`src/rtl/aes_pkg.sv`:
```
// Shared AES widths plus word-slicing and byte-reversal helpers used by the
// output serializer.
package aes_pkg;

  localparam int AES_BLK_W  = 128;
  localparam int AES_WORD_W = 32;
  localparam int AES_WORDS  = 4;

  // Word 0 is the most-significant 32 bits of the block.
  function automatic logic [AES_WORD_W-1:0] word_sel(
    input logic [AES_BLK_W-1:0] blk,
    input logic [1:0]           idx
  );
    logic [AES_WORD_W-1:0] w;
    case (idx)
      2'd0:    w = blk[127:96];
      2'd1:    w = blk[95:64];
      2'd2:    w = blk[63:32];
      default: w = blk[31:0];
    endcase
    return w;
  endfunction

  function automatic logic [AES_WORD_W-1:0] bswap32(
    input logic [AES_WORD_W-1:0] w
  );
    return {w[7:0], w[15:8], w[23:16], w[31:24]};
  endfunction

endpackage

```
`src/rtl/aes_out_serializer_if.sv`:
```
// Word stream from the AES output serializer to its consumer.
// A word transfers on a rising clock edge where ser_valid & ser_ready are both
// high; while ser_valid is high and ser_ready low, ser_data/ser_last hold.
interface aes_ser_if;
  import aes_pkg::*;

  logic                  ser_valid;
  logic                  ser_ready;
  logic [AES_WORD_W-1:0] ser_data;
  logic                  ser_last;

  modport master (output ser_valid, output ser_data, output ser_last, input ser_ready);
  modport slave  (input ser_valid, input ser_data, input ser_last, output ser_ready);

endinterface

```
`src/rtl/aes_blk_fifo.sv`:
```
// DEPTH x 128-bit block buffer with read/write pointers and an occupancy level.
// A push while full is accepted only when a pop happens on the same edge.
module aes_blk_fifo
  import aes_pkg::*;
#(
  parameter int DEPTH = 2,
  localparam int PW   = $clog2(DEPTH),
  localparam int LW   = PW + 1
) (
  input  logic                 clk,
  input  logic                 rst_n,
  input  logic                 push,
  input  logic [AES_BLK_W-1:0] push_data,
  input  logic                 pop,
  output logic [AES_BLK_W-1:0] head_data,
  output logic [LW-1:0]        level,
  output logic                 full,
  output logic                 empty
);

  logic [AES_BLK_W-1:0] slots_q [DEPTH];
  logic [AES_BLK_W-1:0] slots_d [DEPTH];
  logic [PW-1:0]        wptr_q, wptr_d;
  logic [PW-1:0]        rptr_q, rptr_d;
  logic [LW-1:0]        level_q, level_d;
  logic                 do_push, do_pop;

  assign full      = (level_q == LW'(DEPTH));
  assign empty     = (level_q == '0);
  assign level     = level_q;
  assign head_data = slots_q[rptr_q];

  always_comb begin
    do_pop  = pop & ~empty;
    do_push = push & (~full | do_pop);

    slots_d = slots_q;
    wptr_d  = wptr_q;
    rptr_d  = rptr_q;
    level_d = level_q;

    if (do_push) begin
      slots_d[wptr_q] = push_data;
      wptr_d          = wptr_q + PW'(1);
    end
    if (do_pop) begin
      rptr_d = rptr_q + PW'(1);
    end
    // Level cannot exceed DEPTH: a push at full requires a matching pop.
    case ({do_push, do_pop})
      2'b10:   level_d = level_q + LW'(1);
      2'b01:   level_d = level_q - LW'(1);
      default: level_d = level_q;
    endcase
  end

  always_ff @(posedge clk or negedge rst_n) begin
    if (!rst_n) begin
      for (int i = 0; i < DEPTH; i++) slots_q[i] <= '0;
      wptr_q  <= '0;
      rptr_q  <= '0;
      level_q <= '0;
    end else begin
      for (int i = 0; i < DEPTH; i++) slots_q[i] <= slots_d[i];
      wptr_q  <= wptr_d;
      rptr_q  <= rptr_d;
      level_q <= level_d;
    end
  end

endmodule

```
`src/rtl/aes_out_serializer.sv`:
```
// Captures AES result blocks on the rising edge of AES_data_out_valid and
// streams each as four 32-bit words, MSW first. Define AES_SER_BSWAP_EN to
// byte-reverse every emitted word.
module aes_out_serializer
  import aes_pkg::*;
#(
  parameter int DEPTH = 2,
  localparam int LW   = $clog2(DEPTH) + 1
) (
  input  logic                 AES_clk,
  input  logic                 AES_rst_n,
  input  logic                 AES_data_out_valid,
  input  logic [AES_BLK_W-1:0] AES_data_out,
  aes_ser_if.master            ser,
  output logic                 ser_ovf,
  output logic [LW-1:0]        ser_level
);

  logic                  vld_q, vld_d;
  logic [1:0]            widx_q, widx_d;
  logic                  ovf_q, ovf_d;

  logic                  cap, xfer, pop_blk, drop;
  logic                  fifo_full, fifo_empty;
  logic [AES_BLK_W-1:0]  head_blk;
  logic [AES_WORD_W-1:0] word;
  logic [LW-1:0]         level;

  aes_blk_fifo #(.DEPTH(DEPTH)) u_fifo (
    .clk       (AES_clk),
    .rst_n     (AES_rst_n),
    .push      (cap),
    .push_data (AES_data_out),
    .pop       (pop_blk),
    .head_data (head_blk),
    .level     (level),
    .full      (fifo_full),
    .empty     (fifo_empty)
  );

  always_comb begin
    cap     = AES_data_out_valid & ~vld_q;
    xfer    = ~fifo_empty & ser.ser_ready;
    pop_blk = xfer & (widx_q == 2'd3);
    // A completing pop on the same edge frees a slot for the new block.
    drop    = cap & fifo_full & ~pop_blk;

    vld_d  = AES_data_out_valid;
    widx_d = xfer ? widx_q + 2'd1 : widx_q;
    ovf_d  = ovf_q | drop;

    word = word_sel(head_blk, widx_q);
  end

  always_ff @(posedge AES_clk or negedge AES_rst_n) begin
    if (!AES_rst_n) begin
      vld_q  <= 1'b0;
      widx_q <= 2'd0;
      ovf_q  <= 1'b0;
    end else begin
      vld_q  <= vld_d;
      widx_q <= widx_d;
      ovf_q  <= ovf_d;
    end
  end

  assign ser.ser_valid = ~fifo_empty;
  assign ser.ser_last  = ~fifo_empty & (widx_q == 2'd3);
`ifdef AES_SER_BSWAP_EN
  assign ser.ser_data  = bswap32(word);
`else
  assign ser.ser_data  = word;
`endif
  assign ser_ovf   = ovf_q;
  assign ser_level = level;

endmodule

```
`src/flat_wrapper.sv`:
```
// flat-port wrapper written by rule: the top's interface ports become plain ports
module aes_out_serializer_flat import aes_pkg::*;
#(
  parameter int DEPTH = 2,
  localparam int LW   = $clog2(DEPTH) + 1
)
  (AES_clk, AES_rst_n, AES_data_out_valid, AES_data_out, ser_ovf, ser_level, ser_ser_valid, ser_ser_data, ser_ser_last, ser_ser_ready);
  aes_ser_if ser_i ();
  input  logic AES_clk;
  input  logic AES_rst_n;
  input  logic AES_data_out_valid;
  input  logic [AES_BLK_W-1:0] AES_data_out;
  output logic ser_ovf;
  output logic [LW-1:0] ser_level;
  output wire logic [$bits(ser_i.ser_valid)-1:0] ser_ser_valid;
  output wire logic [$bits(ser_i.ser_data)-1:0] ser_ser_data;
  output wire logic [$bits(ser_i.ser_last)-1:0] ser_ser_last;
  input wire logic [$bits(ser_i.ser_ready)-1:0] ser_ser_ready;
  assign ser_ser_valid = ser_i.ser_valid;
  assign ser_ser_data = ser_i.ser_data;
  assign ser_ser_last = ser_i.ser_last;
  assign ser_i.ser_ready = ser_ser_ready;
  aes_out_serializer #(.DEPTH(DEPTH)) u_core (.AES_clk(AES_clk), .AES_rst_n(AES_rst_n), .AES_data_out_valid(AES_data_out_valid), .AES_data_out(AES_data_out), .ser(ser_i), .ser_ovf(ser_ovf), .ser_level(ser_level));
endmodule
```
`config.mk`:
```
export PLATFORM = sky130hd
export DESIGN_NAME = aes_out_serializer_flat
export DESIGN_NICKNAME = d
export VERILOG_FILES = /design/src/rtl/aes_pkg.sv /design/src/rtl/aes_out_serializer_if.sv /design/src/rtl/aes_blk_fifo.sv /design/src/rtl/aes_out_serializer.sv /design/src/flat_wrapper.sv
export SDC_FILE = /design/constraint.sdc
export NUM_CORES = 1
export LEC_CHECK = 0
export CAP_MARGIN = 0
export CORE_UTILIZATION = 53
export CTS_BUF_LIST = sky130_fd_sc_hd__clkbuf_4 sky130_fd_sc_hd__clkbuf_8
export DETAILED_ROUTE_END_ITERATION = 10
export PLACE_DENSITY_LB_ADDON = 0.12
export SYNTH_ARGS = -nofsm -noshare
export SYNTH_HDL_FRONTEND = slang
export SYNTH_HIERARCHICAL = 1
export SYNTH_SLANG_ARGS = --single-unit
```
`constraint.sdc`:
```
create_clock -name AES_clk -period 2.8 [get_ports AES_clk]
set_clock_uncertainty 0.1 [all_clocks]
set_input_delay 0.28 -clock AES_clk [delete_from_list [all_inputs] [get_ports AES_clk]]
set_output_delay 0.28 -clock AES_clk [all_outputs]
set_load 0.01 [all_outputs]
```
==> results_dict.tcl, run 1 <==
set metrics [dict create \
    run_status "complete, but fails checks" \
    violations "setup timing" \
    min_to "u_core/vld_q" \
    synthCells 839 \
    cts_root_buf "clkbuf_8" \
    max_stage_delay_ps 520 \
    grt_pass1_vias 8555 \
    io_buffers 168 \
    viasPerCell 5.45 \
    period_share_pct 101 \
    critPathKind "reg -> out" \
    die-area_um2 24100 \
    clock_latency_ps 540 \
    gp_congestion 0.745 \
    ant_nets 0 \
    fp.dieW_um 155 \
    cp.required_ps 2420 \
    ys_seq_elements 264 \
    antenna_found_initial 2 \
    seq_area_frac_synth_pct 53.1 \
    whs_ps 159 \
    reg2reg_from "u_core/u_fifo/level[1]" \
    drt_iter0_drc 414 \
    cpMostUsedCell "buf_12" \
    finalHoldViolCount 0 \
    syn_nets 976 \
    period_minus_slack_ps 2840 \
    grt-ovfl-total 0 \
    die_y_um 155 \
    critPathMaxFanout 6 \
    cts_max_path_buffers 3 \
    r2r_cells 7 \
    core_um2 22800 \
    timing.fmax_ghz 0.353 \
    post-route-drc-count 0 \
    synth_cell_type_count 27 \
    wire_per_inst_um 20.7 \
    drt_pass1_iterations 5 \
    cts.htree.levels 2 \
    fillCellCount 1678 \
    layout-drive-gt1-share_pct 51.7 \
    hold_class "in -> reg" \
    avgSynthCellArea_um2 14.8 \
    layout_commonest_cell "mux2_2" \
    p_leak_nw 6.68 \
    maxCapViolCount 0 \
    initial_core_util_pct 54.4 \
    final_cell_mix "380 x mux2_2, 262 x dfrtp_1, 135 x clkdlybuf4s50_1, 55 x clkbuf_8" \
    syn-cell-area_um2 12400 \
    finalNetCount 1203 \
    grt_max_degree 72 \
    worst-r2r-setup-slack_ps 540 \
    grt_pass1_wl_mm 46.0 \
    crit_slowest_cell "dfrtp_4" \
    hold_depth 1 \
    p_per_area_nw_per_um2 1220 \
    detailed_place_hpwl_mm 18.8 \
    cp-end-kind "output port" \
    cts_tree "done" \
    regToRegEndpoint "u_core/u_fifo/slots_q[132]" \
    vias 7679 \
    synthToLayoutAreaGrowth_pct 26.2 \
    cts.sinks 264 \
    p_total_mw 19.1 \
    cp.arrival_ps 2460 \
    cts-buffers-inserted 45 \
    worst_setup_path_start_kind "flop" \
    worst_slack_ps -35.2 \
    worst_pin_slew_ps 584 \
    path_clk_slew_ps 60 \
    cp_cell_sequence "buf_12 -> buf_12 -> mux2_2 -> a222oi_1 -> buf_4 -> mux2i_1 -> buf_2" \
    rsz0062_at_grt "yes" \
    slew_violations 0 \
    hold_start "AES_data_out_valid" \
    io_pins 169 \
    ir_worst_vdd_uv 715 \
    wl_mm 29.2 \
    setup_viol 4 \
    tns_ps -83.5 \
    rows 55 \
    maxSlewHeadroom_pct 61.1 \
    yosysWarnings 6 \
    track_usage_pct 24.9 \
]
[worst max-delay path by stage]
stage | from | end | slack, ps | cells after the start
final | u_core/u_fifo/rptr_q | ser_ser_data[15] | -40 | 7
after global routing | u_core/u_fifo/rptr_q | ser_ser_data[15] | -150 | 7
after CTS | u_core/u_fifo/rptr_q | ser_ser_data[15] | -90 | 7
after detailed placement | u_core/u_fifo/rptr_q | ser_ser_data[15] | 170 | 6
after global placement | u_core/u_fifo/rptr_q | ser_ser_data[15] | 170 | 6
after floorplan | u_core/u_fifo/level[0] | u_core/u_fifo/slots_q[100] | 620 | 8
[through the flow]
step | setup WS [ps] | util [%] | area [um^2] | std cells
after floorplan | 618 | - | 12400 | 839
after global placement | 174 | 64.2 | 14700 | 1316
after detailed placement | 172 | 64.2 | 14700 | 1316
after CTS | -85.7 | 68.9 | 15700 | 1406
after global routing | -151 | 68.7 | 15700 | 1406
final | -35.2 | 68.7 | 15700 | 1409
[Yosys cell counts]
master,n,area share (%)
and3b_1,1,0.070
o21a_1,1,0.060
nor3_1,2,0.080
clkbuf_2,1,0.040
buf_2,18,0.72
mux2_2,385,35
xor2_1,1,0.070
nor3b_4,1,0.15
clkbuf_1,3,0.091
dfrtp_1,264,53
a22oi_1,1,0.060
a222oi_1,32,2.6
nand3b_1,1,0.060
xnor2_1,2,0.14
ha_1,5,0.50
nor2b_1,2,0.10
buf_4,3,0.18
nand2_1,2,0.060
nand2b_1,3,0.15
o21ai_0,3,0.12
o21bai_1,1,0.060
nand3_1,1,0.040
mux2i_1,32,2.6
nor2_1,4,0.12
buf_6,31,2.8
inv_1,37,1.1
a21oi_1,2,0.080
[logic make-up (layout without fill, tap and decap cells)]
kind of cell	Yosys count	count (layout)	share of synthesized area [%]
and+or+nand+nor	17	17	0.835
DFF	264	264	53.1
adders and majority gates	5	5	0.503
muxes	417	417	37.4
buffers and inverters	93	347	4.96
xor gates and xnor gates	3	3	0.211
AOI/OAI and AO/OA	40	40	2.96
other	0	3	0
[sequential cells by signal, indices dropped and copies added, names as in the netlist]
| name | count |
|---|---|
| u_core/vld_q | 1 |
| u_core/u_fifo/wptr_q | 1 |
| u_core/u_fifo/slots_q | 256 |
| u_core/u_fifo/level | 2 |
| u_core/u_fifo/rptr_q | 1 |
| u_core/widx_q | 2 |
| u_core/ser_ovf | 1 |
[repair_timing]
item	CTS	global route
resized for setup	142	7
pin swaps	31	13
setup buffers	8	5
endpoints found under the setup margin	32	32
hold buffers	1	0
cloned	7	1
endpoints found under the hold margin	67	0
[metal layers]
| metal | vias to the layer above | GRT usage, % | wire [um] |
|---|---|---|---|
| li1 | 3523 | - | - |
| met1 | 3918 | 30.0 | 12000 |
| met2 | 194 | 43.9 | 14900 |
| met3 | 44 | 6.13 | 1680 |
| met4 | 0 | 8.12 | 595 |
| met5 | - | 0 | 0 |
[layout make-up]
| cell class | count | area [um^2] | share of cell area (%) |
|---|---|---|---|
| Antenna cell | 3 | 7.51 | 0.0478 |
| Sequential cell | 264 | 6610 | 42.1 |
| Multi-Input combinational cell | 482 | 5250 | 33.5 |
| Clock buffer | 68 | 855 | 5.44 |
| Tap cell | 313 | 392 | 2.49 |
| Timing Repair Buffer | 236 | 2400 | 15.3 |
| Clock inverter | 6 | 37.5 | 0.239 |
| Inverter | 37 | 139 | 0.885 |
[critical path: cells and delay by family (launching register included)]
kind | cells | cell delay (ps)
compound gates | 1 | 430
mux | 2 | 340
flops | 1 | 520
buf+inv | 4 | 630
[where the power goes]
group	leakage, nW	internal, mW	switching, mW
combinational	3.09	5.18	3.71
sequential	3.12	5.77	0.984
clock	0.467	1.93	1.51
(Power assumes the default switching activity.)
==> run 2: changes to the inputs <==
REMOVE_ABC_BUFFERS = 1   (was not set)
==> run 2 against run 1 <==
Net effect: the run now ends clean; critical path type unchanged; largest power group unchanged; via count decreased by 0.26%; critical endpoint is now ser_ser_data[27]; sequential cell count unchanged; combinational power decreased by 2.6%; largest cell class unchanged; non-clock buffer count decreased by 8.
==> results_dict.tcl, run 2 (same netlist as run 1, synthesis figures left out) <==
set metrics [dict create \
    clock_latency_ps 540 \
    finalInstanceArea_um2 15800 \
    slew_violations 0 \
    cp.arrival_ps 2420 \
    finalNetCount 1196 \
    final_cell_count_no_fill 1409 \
    p_leak_nw 6.75 \
    die_y_um 155 \
    io_pins 169 \
    critPathKind "reg -> out" \
    period_minus_slack_ps 2800 \
    final_cell_mix "381 x mux2_2, 263 x dfrtp_1, 135 x clkdlybuf4s50_1, 61 x clkbuf_8, 37 x inv_1" \
    ir_worst_vdd_uv 587 \
    path_buf_inv 5 \
    setup_viol 0 \
    maxCapViolCount 0 \
    rows 55 \
    io_buffers 168 \
    cts.htree.levels 2 \
    rsz0062_at_grt "yes" \
    dpl_cell_area_um2 14500 \
    cp.required_ps 2420 \
    post-route-drc-count 0 \
    hold_class "in -> reg" \
    grt-ovfl-total 0 \
    crit_slowest_cell "dfrtp_4" \
    viasPerCell 5.44 \
    worst_pin_slew_ps 638 \
    timing.fmax_ghz 0.357 \
    layout-drive-gt1-share_pct 51.8 \
    gp_congestion 0.706 \
    cts_root_buf "clkbuf_8" \
    p_per_area_nw_per_um2 1210 \
    cp-end-kind "output port" \
    wire_per_inst_um 19.7 \
    seqCellArea_um2 6610 \
    cts-buffers-inserted 46 \
    cts_tree "done" \
    path_clk_slew_ps 60 \
    dp_cells 1293 \
    fillCellCount 1655 \
    ant_nets 0 \
    run_status "finished, final reports clean" \
    cp_cell_sequence "buf_6 -> buf_8 -> buf_16 -> buf_6 -> mux2_2 -> a222oi_1 -> mux2i_1 -> buf_2" \
    track_usage_pct 23.8 \
    die-area_um2 24100 \
    cts.sinks 264 \
    period_share_pct 99.9 \
    largest_register_ffs 256 \
    grt_pass1_wl_mm 44.8 \
    max_stage_delay_ps 510 \
    cpMostUsedCell "buf_6" \
    synthToLayoutAreaGrowth_pct 27.2 \
    critPathMaxFanout 8 \
    maxSlewHeadroom_pct 57.5 \
    grt_pass1_vias 8385 \
    detailed_place_hpwl_mm 16.3 \
    fp.dieW_um 155 \
    cts_max_path_buffers 3 \
    grt_max_degree 84 \
    initial_core_util_pct 54.4 \
    multi_input_area_um2 5250 \
    worst_setup_path_start_kind "flop" \
    finalHoldViolCount 0 \
    regMostFlops "u_core/u_fifo/slots_q" \
    antenna_found_initial 2 \
    core_um2 22800 \
    cp_top_family "buffers and inverters" \
    layout_commonest_cell "mux2_2" \
    drt_pass1_iterations 5 \
    drt_iter0_drc 363 \
    wl_mm 27.8 \
    vias 7659 \
]
-- run 2: changes by cell type in the layout (fill, tap and decap cells not counted), sizes merged --
cell,change
clkbuf,+12
buf,-10
clkinvlp,-3
diode,-1
clkinv,+1
bufbuf,+1
-- run 2: layout make-up --
class / instances / area share (%)
well taps: 313 / 2.48
clock buffers: 79 / 6.16
repair buffers: 228 / 15.3
multi-input cells: 482 / 33.2
flip-flops and latches: 264 / 41.8
clock inverters: 4 / 0.127
diodes: 2 / 0.0316
inverters: 37 / 0.878
-- run 2: where the power goes --
| part | switching (mW) | internal [mW] | total [mW] |
|---|---|---|---|
| Sequential | 0.939 | 5.77 | 6.71 |
| Clock | 1.55 | 2.18 | 3.73 |
| Combinational | 3.52 | 5.13 | 8.66 |
-- run 2: final timing paths --
path	slack, ps	start	endpoint	depth (start not counted)
min reg2reg	400	u_core/u_fifo/slots_q[80]	u_core/u_fifo/slots_q[80]	1
max reg2reg	360	u_core/widx_q[0]	u_core/u_fifo/slots_q[37]	6
max in group asynchronous	1560	AES_rst_n	u_core/u_fifo/slots_q[81]	3
max	3	u_core/u_fifo/rptr_q	ser_ser_data[27]	8
min in group asynchronous	230	AES_rst_n	u_core/u_fifo/slots_q[27]	2
min	150	AES_data_out_valid	u_core/vld_q	1
-- run 2: per-layer routing --
metal,GRT usage [%],up-vias,part of all wire (%),wire [um]
li1,-,3519,-,-
met1,32.4,3909,46,12800
met2,38.7,194,47,13100
met3,4.87,37,5.2,1440
met4,7.10,0,1.7,476
met5,0,-,0,0
-- run 2: per-stage QoR --
| stage | hold slack (ps) | power (mW) | util [%] | TNS [ps] | worst slack [ps] |
|---|---|---|---|---|---|
| global route | 123 | 20.2 | 69.2 | -929 | -136 |
| floorplan | -116 | 12.2 | - | -1215210 | -4570 |
| CTS | 118 | 19.2 | 69.2 | -200 | -97.3 |
| global placement | 229 | 14.9 | 63.5 | 0 | 238 |
| detailed placement | 225 | 15.0 | 63.5 | 0 | 189 |
| finish | 148 | 19.1 | 69.2 | 0 | 2.63 |
-- run 2: worst register-to-register path, cell delays in order, from the launching register on --
cell and delay [ps]:
dfrtp_1 440, ha_1 230, and3b_1 400, nor3b_4 120, nor2_4 350, buf_12 280
mux2_2 410
-- run 2: what timing repair did --
item | CTS | global route
hold endpoints to repair | 79 | 0
gates cloned | 8 | 1
setup buffers | 19 | 5
setup endpoints to repair | 32 | 30
pin swaps | 29 | 16
hold buffers | 1 | 0
gates resized for setup | 138 | 10
